File: src/rtl/cnn_weight_pkg.sv
// Shared definitions for the weight-load path: layer codes seen by local_mem_weight,
// sequencer control states and default layer lengths.
package cnn_weight_pkg;

  localparam logic [3:0] IDLE   = 4'b0000;
  localparam logic [3:0] L1     = 4'b0001;
  localparam logic [3:0] L2     = 4'b0010;
  localparam logic [3:0] L4     = 4'b0011;
  localparam logic [3:0] L5     = 4'b0100;
  localparam logic [3:0] L7     = 4'b0101;
  localparam logic [3:0] FINISH = 4'b1111;

  typedef enum logic [1:0] {
    S_IDLE   = 2'd0,
    S_LOAD   = 2'd1,
    S_HOLD   = 2'd2,
    S_FINISH = 2'd3
  } ctrl_state_e;

  localparam int DEF_DATA_W   = 16;
  localparam int DEF_L1_WORDS = 216;
  localparam int DEF_L8_WORDS = 576;
  localparam int DEF_L7_WORDS = 400;

  // Layer index 0..4 walks L1, L2, L4, L5, L7.
  localparam logic [2:0] LAST_LAYER = 3'd4;

  function automatic logic [3:0] layer_code(input logic [2:0] idx);
    case (idx)
      3'd0:    layer_code = L1;
      3'd1:    layer_code = L2;
      3'd2:    layer_code = L4;
      3'd3:    layer_code = L5;
      3'd4:    layer_code = L7;
      default: layer_code = IDLE;
    endcase
  endfunction

endpackage

File: src/rtl/counter_cnn.sv
// Element counter with synchronous clear and count enable; saturates instead of wrapping.
module counter_cnn #(
  parameter int W = 16
) (
  input  logic         clk,
  input  logic         rst,
  input  logic         clr_i,
  input  logic         inc_i,
  output logic [W-1:0] cnt_o
);

  logic [W-1:0] cnt_q;
  logic [W-1:0] cnt_d;

  always_comb begin
    cnt_d = cnt_q;
    if (clr_i) begin
      cnt_d = '0;
    end else if (inc_i && (cnt_q != {W{1'b1}})) begin
      cnt_d = cnt_q + {{(W-1){1'b0}}, 1'b1};
    end
  end

  always_ff @(posedge clk or negedge rst) begin
    if (!rst) begin
      cnt_q <= '0;
    end else begin
      cnt_q <= cnt_d;
    end
  end

  assign cnt_o = cnt_q;

endmodule

File: src/rtl/weight_load_sched.sv
// Streams weights into local_mem_weight layer by layer, holding each layer resident
// until the core releases it.
module weight_load_sched
  import cnn_weight_pkg::*;
#(
  parameter int DATA_W   = DEF_DATA_W,
  parameter int L1_WORDS = DEF_L1_WORDS,
  parameter int L8_WORDS = DEF_L8_WORDS,
  parameter int L7_WORDS = DEF_L7_WORDS
) (
  input  logic              clk,
  input  logic              rst,
  input  logic              start,
  input  logic              in_valid,
  input  logic [DATA_W-1:0] in_data,
  output logic              in_ready,
  input  logic              layer_release,
  output logic              write_weight_signal,
  output logic [DATA_W-1:0] write_weight_data,
  output logic [15:0]       write_weight_addr,
  output logic [3:0]        weight_fsm_cs,
  output logic              weight_store_done,
  output logic              all_done
);

  ctrl_state_e       state_q, state_d;
  logic [2:0]        layer_q, layer_d;
  logic [3:0]        fsm_cs_q, fsm_cs_d;
  logic              wr_sig_q;
  logic [DATA_W-1:0] wr_data_q;
  logic [15:0]       wr_addr_q;
  logic              store_done_q;
  logic              all_done_q;

  logic [15:0] elem_cnt;
  logic [15:0] cur_len;
  logic        accept;
  logic        last_accept;
  logic        cnt_clr;

  counter_cnn #(.W(16)) u_elem_cnt (
    .clk   (clk),
    .rst   (rst),
    .clr_i (cnt_clr),
    .inc_i (accept),
    .cnt_o (elem_cnt)
  );

  always_comb begin
    case (layer_q)
      3'd0:    cur_len = 16'(L1_WORDS);
      3'd4:    cur_len = 16'(L7_WORDS);
      default: cur_len = 16'(L8_WORDS);
    endcase
  end

  assign in_ready    = (state_q == S_LOAD);
  assign accept      = in_valid && in_ready;
  assign last_accept = accept && (elem_cnt == cur_len - 16'd1);

  always_comb begin
    state_d = state_q;
    layer_d = layer_q;
    cnt_clr = 1'b0;
    case (state_q)
      S_IDLE, S_FINISH: begin
        if (start) begin
          state_d = S_LOAD;
          layer_d = 3'd0;
          cnt_clr = 1'b1;
        end
      end
      S_LOAD: begin
        if (last_accept) begin
          state_d = S_HOLD;
        end
      end
      S_HOLD: begin
        if (layer_release) begin
          if (layer_q == LAST_LAYER) begin
            state_d = S_FINISH;
          end else begin
            state_d = S_LOAD;
            layer_d = layer_q + 3'd1;
            cnt_clr = 1'b1;
          end
        end
      end
      default: state_d = S_IDLE;
    endcase

    // Layer code tracks the next state so it flips together with state entry.
    case (state_d)
      S_IDLE:   fsm_cs_d = IDLE;
      S_FINISH: fsm_cs_d = FINISH;
      default:  fsm_cs_d = layer_code(layer_d);
    endcase
  end

  always_ff @(posedge clk or negedge rst) begin
    if (!rst) begin
      state_q      <= S_IDLE;
      layer_q      <= 3'd0;
      fsm_cs_q     <= IDLE;
      wr_sig_q     <= 1'b0;
      wr_data_q    <= '0;
      wr_addr_q    <= '0;
      store_done_q <= 1'b0;
      all_done_q   <= 1'b0;
    end else begin
      state_q      <= state_d;
      layer_q      <= layer_d;
      fsm_cs_q     <= fsm_cs_d;
      wr_sig_q     <= accept;
      wr_data_q    <= accept ? in_data : '0;
      store_done_q <= (state_d == S_HOLD);
      all_done_q   <= (state_d == S_FINISH);
      if (accept) begin
        wr_addr_q <= elem_cnt;
      end
    end
  end

  assign write_weight_signal = wr_sig_q;
  assign write_weight_data   = wr_data_q;
  assign write_weight_addr   = wr_addr_q;
  assign weight_fsm_cs       = fsm_cs_q;
  assign weight_store_done   = store_done_q;
  assign all_done            = all_done_q;

endmodule

File: config.mk
export PLATFORM = sky130hd
export DESIGN_NAME = weight_load_sched
export DESIGN_NICKNAME = d
export VERILOG_FILES = /design/src/rtl/cnn_weight_pkg.sv /design/src/rtl/counter_cnn.sv /design/src/rtl/weight_load_sched.sv
export SDC_FILE = /design/constraint.sdc
export NUM_CORES = 1
export LEC_CHECK = 0
export CORE_ASPECT_RATIO = 1.25
export CORE_MARGIN = 2
export CORE_UTILIZATION = 55
export CTS_BUF_LIST = sky130_fd_sc_hd__clkbuf_2 sky130_fd_sc_hd__clkbuf_4 sky130_fd_sc_hd__clkbuf_8
export DETAILED_ROUTE_END_ITERATION = 10
export GPL_TIMING_DRIVEN = 0
export PLACE_DENSITY = 0.87
export SLEW_MARGIN = 20
export SYNTH_ARGS = -nofsm -noshare
export SYNTH_HDL_FRONTEND = slang
export SYNTH_SLANG_ARGS = --single-unit
File: constraint.sdc
create_clock -name clk -period 4.4 [get_ports clk]
set_input_delay 0.88 -clock clk [delete_from_list [all_inputs] [get_ports clk]]
set_output_delay 0.88 -clock clk [all_outputs]
set_load 0.05 [all_outputs]
==> metrics.yaml, run 1 <==
die:
  io_pins: 61
  dieArea_mm2: 0.00553
  die_x_um: 66.9
  fp.coreArea_mm2: 0.00476
  die_h_um: 82.6
  rows: 28
  initial_utilization_pct: 57.1
power:
  finalPower_mw: 2.04
  power_density_mw_per_mm2: 563
  p_leak_nw: 1.71
  peakVddDrop_v: 0.000380
synthesis:
  yosysTopAreaCell: "dfrtp_1"
  muxShareOfSynthArea_pct: 1.10
  synth_cells: 267
  synth-async-reset-ratio_pct: 100
  synth-simple-area-share_pct: 24.1
  synth-seq-cells: 59
  syn_area_mm2: 0.00272
  synth_compound_area_share_pct: 9.85
  synth_ff_type: "dfrtp_1"
  synth_edf_count: 0
  yosysTopAreaCellShare_pct: 54.3
  synth_top_family_by_area: "simple AND/OR/NAND/NOR gates"
  synth_fa_ha_area_share_pct: 3.22
  ys.warnings.count: 0
  synth.most_common_cell: "dfrtp_1"
  synth_xor_area_share_pct: 3.87
  avgSynthCellArea_um2: 10.2
  ys_seq_area_share_pct: 54.3
  synthTopCellsByCount: "dfrtp_1, nand2_1, and3_1, nor2_1, inv_1"
  synth_nets: 295
  synth.distinct_cells: 52
  yosys-top-cells-area: "dfrtp_1, nand2_1, and3_1"
clock_tree:
  cts.sinks: 59
  ctsHoldBuffers: 0
  cts_buffer_depth: 2
  cts_root_buf: "clkbuf_8"
  post_cts_buffers: 0
  post_cts_resized: 0
  cts_made_buffers: 9
  cts_max_level: 3
  clk_pin_slew_ps: 60
  insertion_delay_ps: 340
  cts_tree: "built"
detailed_routing:
  wl_met2_um: 3140
  wl_um: 6040
  drc_errors: 0
  antenna_left: 0
  top_layer: "met4"
  vias_per_cell: 5.48
  firstDrtPassIters: 5
  met1Wirelength_um: 2440
  first_iter_violations: 131
  wl_per_cell_um: 15.0
  dr_wl_met3_um: 300
  num_vias: 2210
grt:
  grt_util_all_layers_pct: 24.7
  overflow: 0
  antenna_found_initial: 0
  grt_pass1_wl_um: 10100
  grt_max_degree: 60
  grt_pass1_vias: 2152
timing:
  period_minus_slack_ps: 3270
  setup_viol: 0
  hold_viol_final: 0
  finClkSkew_ps: 11.5
  min_period_over_period_pct: 74.4
  timing.slew.headroom_pct: 52.4
  fmax_mhz: 305
  grt_setup_unrepaired: "no"
  worstMarginPinSlew_ps: 714
  tns_ps: 0
  final-max-slew-violation-count: 0
  whs_ps: 470
final_layout:
  fin_nets: 366
  syn_to_final_growth_pct: 33.1
  fillers: 346
  diodes: 0
  drive_gt1_share_pct: 9.04
  instances_no_fill: 403
  design_area_mm2: 0.00362
critical_path:
  critPathKind: "in2reg"
  cp_max_fo: 9
  reg2reg_from: "layer_q[0]"
  startpoint: "in_valid"
  crit_required_ps: 4610
  arrival_ps: 3490
  endpoint_kind: "flip-flop"
  crit_path_start_kind: "input port"
worst_hold_path:
  hold_path.class: "reg2reg"
  holdCritStartpoint: "write_weight_addr[6]"
placement:
  post_dp_cell_area_mm2: 0.00339
  placedCellCount: 387
  dp_hpwl_um: 4130
  gp_congestion: 0.875
  io_buffers: 60
run_status:
  status: "completed"
job:
  maxCapViolations: 0
worst max-delay path, cell delays in order:
cell             delay [ps]
clkdlybuf4s50_1         630
and3_1                  270
nand4_1                 160
a2111oi_2               330
o22ai_1                 120
a21boi_1                310
ha_1                    350
nand2_1                 110
inv_1                    50
a311o_1                 260
worst paths after layout:
path                            depth (start not counted)                   end  slack, ps
worst max-delay path                                   10      weight_fsm_cs[2]       1130
worst min-delay path                                    2  write_weight_addr[6]        470
worst max register to register                         11      weight_fsm_cs[2]       1320
worst min register to register                          2  write_weight_addr[6]        470
max in group asynchronous                               1      weight_fsm_cs[2]       3320
min in group asynchronous                               1  write_weight_addr[4]        580
routing by layer:
layer | up-vias | GRT usage (%)
li1 | 1065 | -
met1 | 1050 | 27.9
met2 | 77 | 42.5
met3 | 18 | 6.37
met4 | 0 | 13.3
met5 | - | 0
placed cells by master, fill, tap and decap left out, types with 3 or more instances in the layout:
master / n
clkbuf_1: 7
ha_1: 7
o21ai_0: 7
mux2i_1: 3
nor3_1: 3
nor4_1: 4
dfrtp_1: 59
nand2_1: 52
xnor2_1: 5
nand4_1: 4
clkbuf_8: 10
nor2_1: 20
inv_1: 9
nand3_1: 6
and3_1: 22
clkdlybuf4s50_1: 59
buf_4: 4
xor2_1: 7
a21oi_1: 4
metrics by stage:
stage	utilization, %	worst slack [ps]
2_1_floorplan	-	1510
5_1_grt	75.9	965
3_3_place_gp	71.2	718
4_1_cts	75.9	1130
6_report	75.9	1130
3_5_place_dp	71.2	799
logic make-up (layout without fill, tap and decap cells):
kind of cell | Yosys count | in the layout
AOI/OAI and AO/OA | 35 | 35
xor gates and xnor gates | 12 | 12
adders and majority gates | 7 | 7
buffers and inverters | 22 | 98
DFF | 59 | 59
muxes | 3 | 3
and+or+nand+nor | 129 | 129
report_power, final:
group	internal, mW	switching (mW)
registers	0.643	0.0792
clock network	0.334	0.218
logic	0.265	0.497
cell type report:
class / count / area, µm² / share of cell area, %
Sequential cell: 59 / 1480 / 40.8
Tap cell: 60 / 75.1 / 2.07
Multi-Input combinational cell: 186 / 1150 / 31.7
Clock buffer: 10 / 138 / 3.80
Buffer: 12 / 58.8 / 1.63
Timing Repair Buffer: 60 / 598 / 16.5
Inverter: 10 / 37.5 / 1.04
Clock inverter: 6 / 88.8 / 2.46
flip-flops by register name, indices dropped and copies added, names as in the netlist:
name	flops
all_done	1
state_q	2
weight_store_done	1
u_elem_cnt.cnt_o	16
write_weight_addr	16
write_weight_data	16
write_weight_signal	1
layer_q	3
weight_fsm_cs	3
(Power assumes the default switching activity.)
==> run 2: changes to the inputs <==
CORE_UTILIZATION = 52   (was 55)
PLACE_DENSITY = 0.83   (was 0.87)
clock period = 3.35 ns   (was 4.4 ns; I/O delays follow)
==> metrics.yaml, run 2 (same netlist as run 1, synthesis figures left out) <==
die:
  rows: 29
  io_pins: 61
  die_h_um: 84.8
  die_x_um: 68.7
  initial_utilization_pct: 53.9
  dieArea_mm2: 0.00583
  fp.coreArea_mm2: 0.00504
run_status:
  status: "completed"
placement:
  placedCellCount: 389
  dp_hpwl_um: 4130
  place_ws_ps: 16.5
  gp_congestion: 0.864
  post_dp_cell_area_mm2: 0.00339
  io_buffers: 60
critical_path:
  crit_required_ps: 3580
  reg2reg_depth: 11
  endpoint_kind: "flip-flop"
  critPathKind: "in2reg"
  cp_max_fo: 9
  arrival_ps: 3260
  crit_path_start_kind: "input port"
detailed_routing:
  vias_per_cell: 5.42
  met1Wirelength_um: 2320
  wl_um: 5930
  top_layer: "met4"
  firstDrtPassIters: 4
  first_iter_violations: 135
  drc_errors: 0
  wl_met2_um: 3080
  antenna_left: 0
  wl_per_cell_um: 14.6
  dr_wl_met3_um: 425
  num_vias: 2197
grt:
  grt_util_all_layers_pct: 23.3
  antenna_found_initial: 0
  overflow: 0
  grt_pass1_vias: 2240
  grt_pass1_wl_um: 10100
  grt_max_degree: 60
final_layout:
  instances_no_fill: 405
  seqCellArea_mm2: 0.00148
  multiInputGateArea_mm2: 0.00115
  syn_to_final_growth_pct: 33.9
  fin_nets: 366
  fillers: 387
  final_util_pct: 72.2
  layout_common_cells: "dfrtp_1, clkdlybuf4s50_1, nand2_1"
  design_area_mm2: 0.00364
  diodes: 0
  drive_gt1_share_pct: 9.04
timing:
  finClkSkew_ps: 7.93
  timing.slew.headroom_pct: 52.2
  grt_setup_unrepaired: "no"
  min_period_over_period_pct: 90.5
  setup_viol: 0
  final-max-slew-violation-count: 0
  fmax_mhz: 330
  worstMarginPinSlew_ps: 718
  period_minus_slack_ps: 3030
  hold_viol_final: 0
  layout_setup_ws_ps: 319
power:
  comb_power_share_pct: 36.6
  power.share.switching_pct: 37.2
  power_density_mw_per_mm2: 749
  peakVddDrop_v: 0.000514
  p_clk_share_pct: 29.1
  sequentialPowerShare_pct: 34.4
  p_int_mw: 1.71
  p_leak_nw: 1.73
  p_sw_mw: 1.01
clock_tree:
  insertion_delay_ps: 340
  cts_max_level: 3
  cts_root_buf: "clkbuf_8"
  ctsHoldBuffers: 0
  cts_made_buffers: 9
  cts_tree: "built"
  cts_buffer_depth: 2
  post_cts_resized: 0
  clk_pin_slew_ps: 70
  post_cts_buffers: 0
  cts.sinks: 59
job:
  maxCapViolations: 0
worst_hold_path:
  hold_path.class: "in2async"
==> run 2: power groups by stage <==
stage,logic (mW),clock network (mW),registers (mW)
3_3_place_gp,0.979,0,0.945
5_1_grt,1.08,0.838,0.954
2_1_floorplan,0.408,0,1.21
3_5_place_dp,0.996,0,0.949
4_1_cts,1.01,0.804,0.937
6_report,0.997,0.792,0.937
==> run 2: final timing paths <==
check | startpoint | endpoint | slack, ps
worst max-delay path | in_valid | weight_fsm_cs[2] | 320
worst min-delay path | rst | write_weight_addr[8] | 380
worst max register to register | layer_q[0] | weight_fsm_cs[2] | 360
worst min register to register | write_weight_addr[9] | write_weight_addr[9] | 470
max in group asynchronous | rst | u_elem_cnt.cnt_o[1] | 2490
min in group clk | write_weight_addr[9] | write_weight_addr[9] | 470
==> run 2: critical path, cell delays in order <==
cell	delay (ps)
clkdlybuf4s50_1	630
and3_1	260
nand4_1	150
a2111oi_2	330
o22ai_1	120
a21boi_1	300
ha_1	350
nand2_1	110
inv_1	60
a311o_1	270
==> run 2: layer usage <==
| metal | vias up | global-route usage, % |
|---|---|---|
| met4 | 0 | 9.82 |
| met2 | 60 | 37.5 |
| met1 | 1061 | 27.1 |
| met3 | 12 | 9.28 |
| li1 | 1064 | - |
| met5 | - | 0 |
==> run 2: layout make-up <==
| class | instances | area share, % |
|---|---|---|
| buffer | 12 | 1.62 |
| clock buffer | 11 | 3.99 |
| clock inverter | 5 | 2.75 |
| inverter | 10 | 1.03 |
| multi-input combinational | 186 | 31.5 |
| sequential | 59 | 40.6 |
| tap | 62 | 2.13 |
| timing repair buffer | 60 | 16.4 |
==> run 2: metrics by stage <==
stage	hold WS, ps	TNS (ps)	power, mW
6_report	377	0	2.73
5_1_grt	460	0	2.87
4_1_cts	414	0	2.75
3_5_place_dp	463	0	1.95
3_3_place_gp	457	-9680	1.92
2_1_floorplan	374	0	1.62
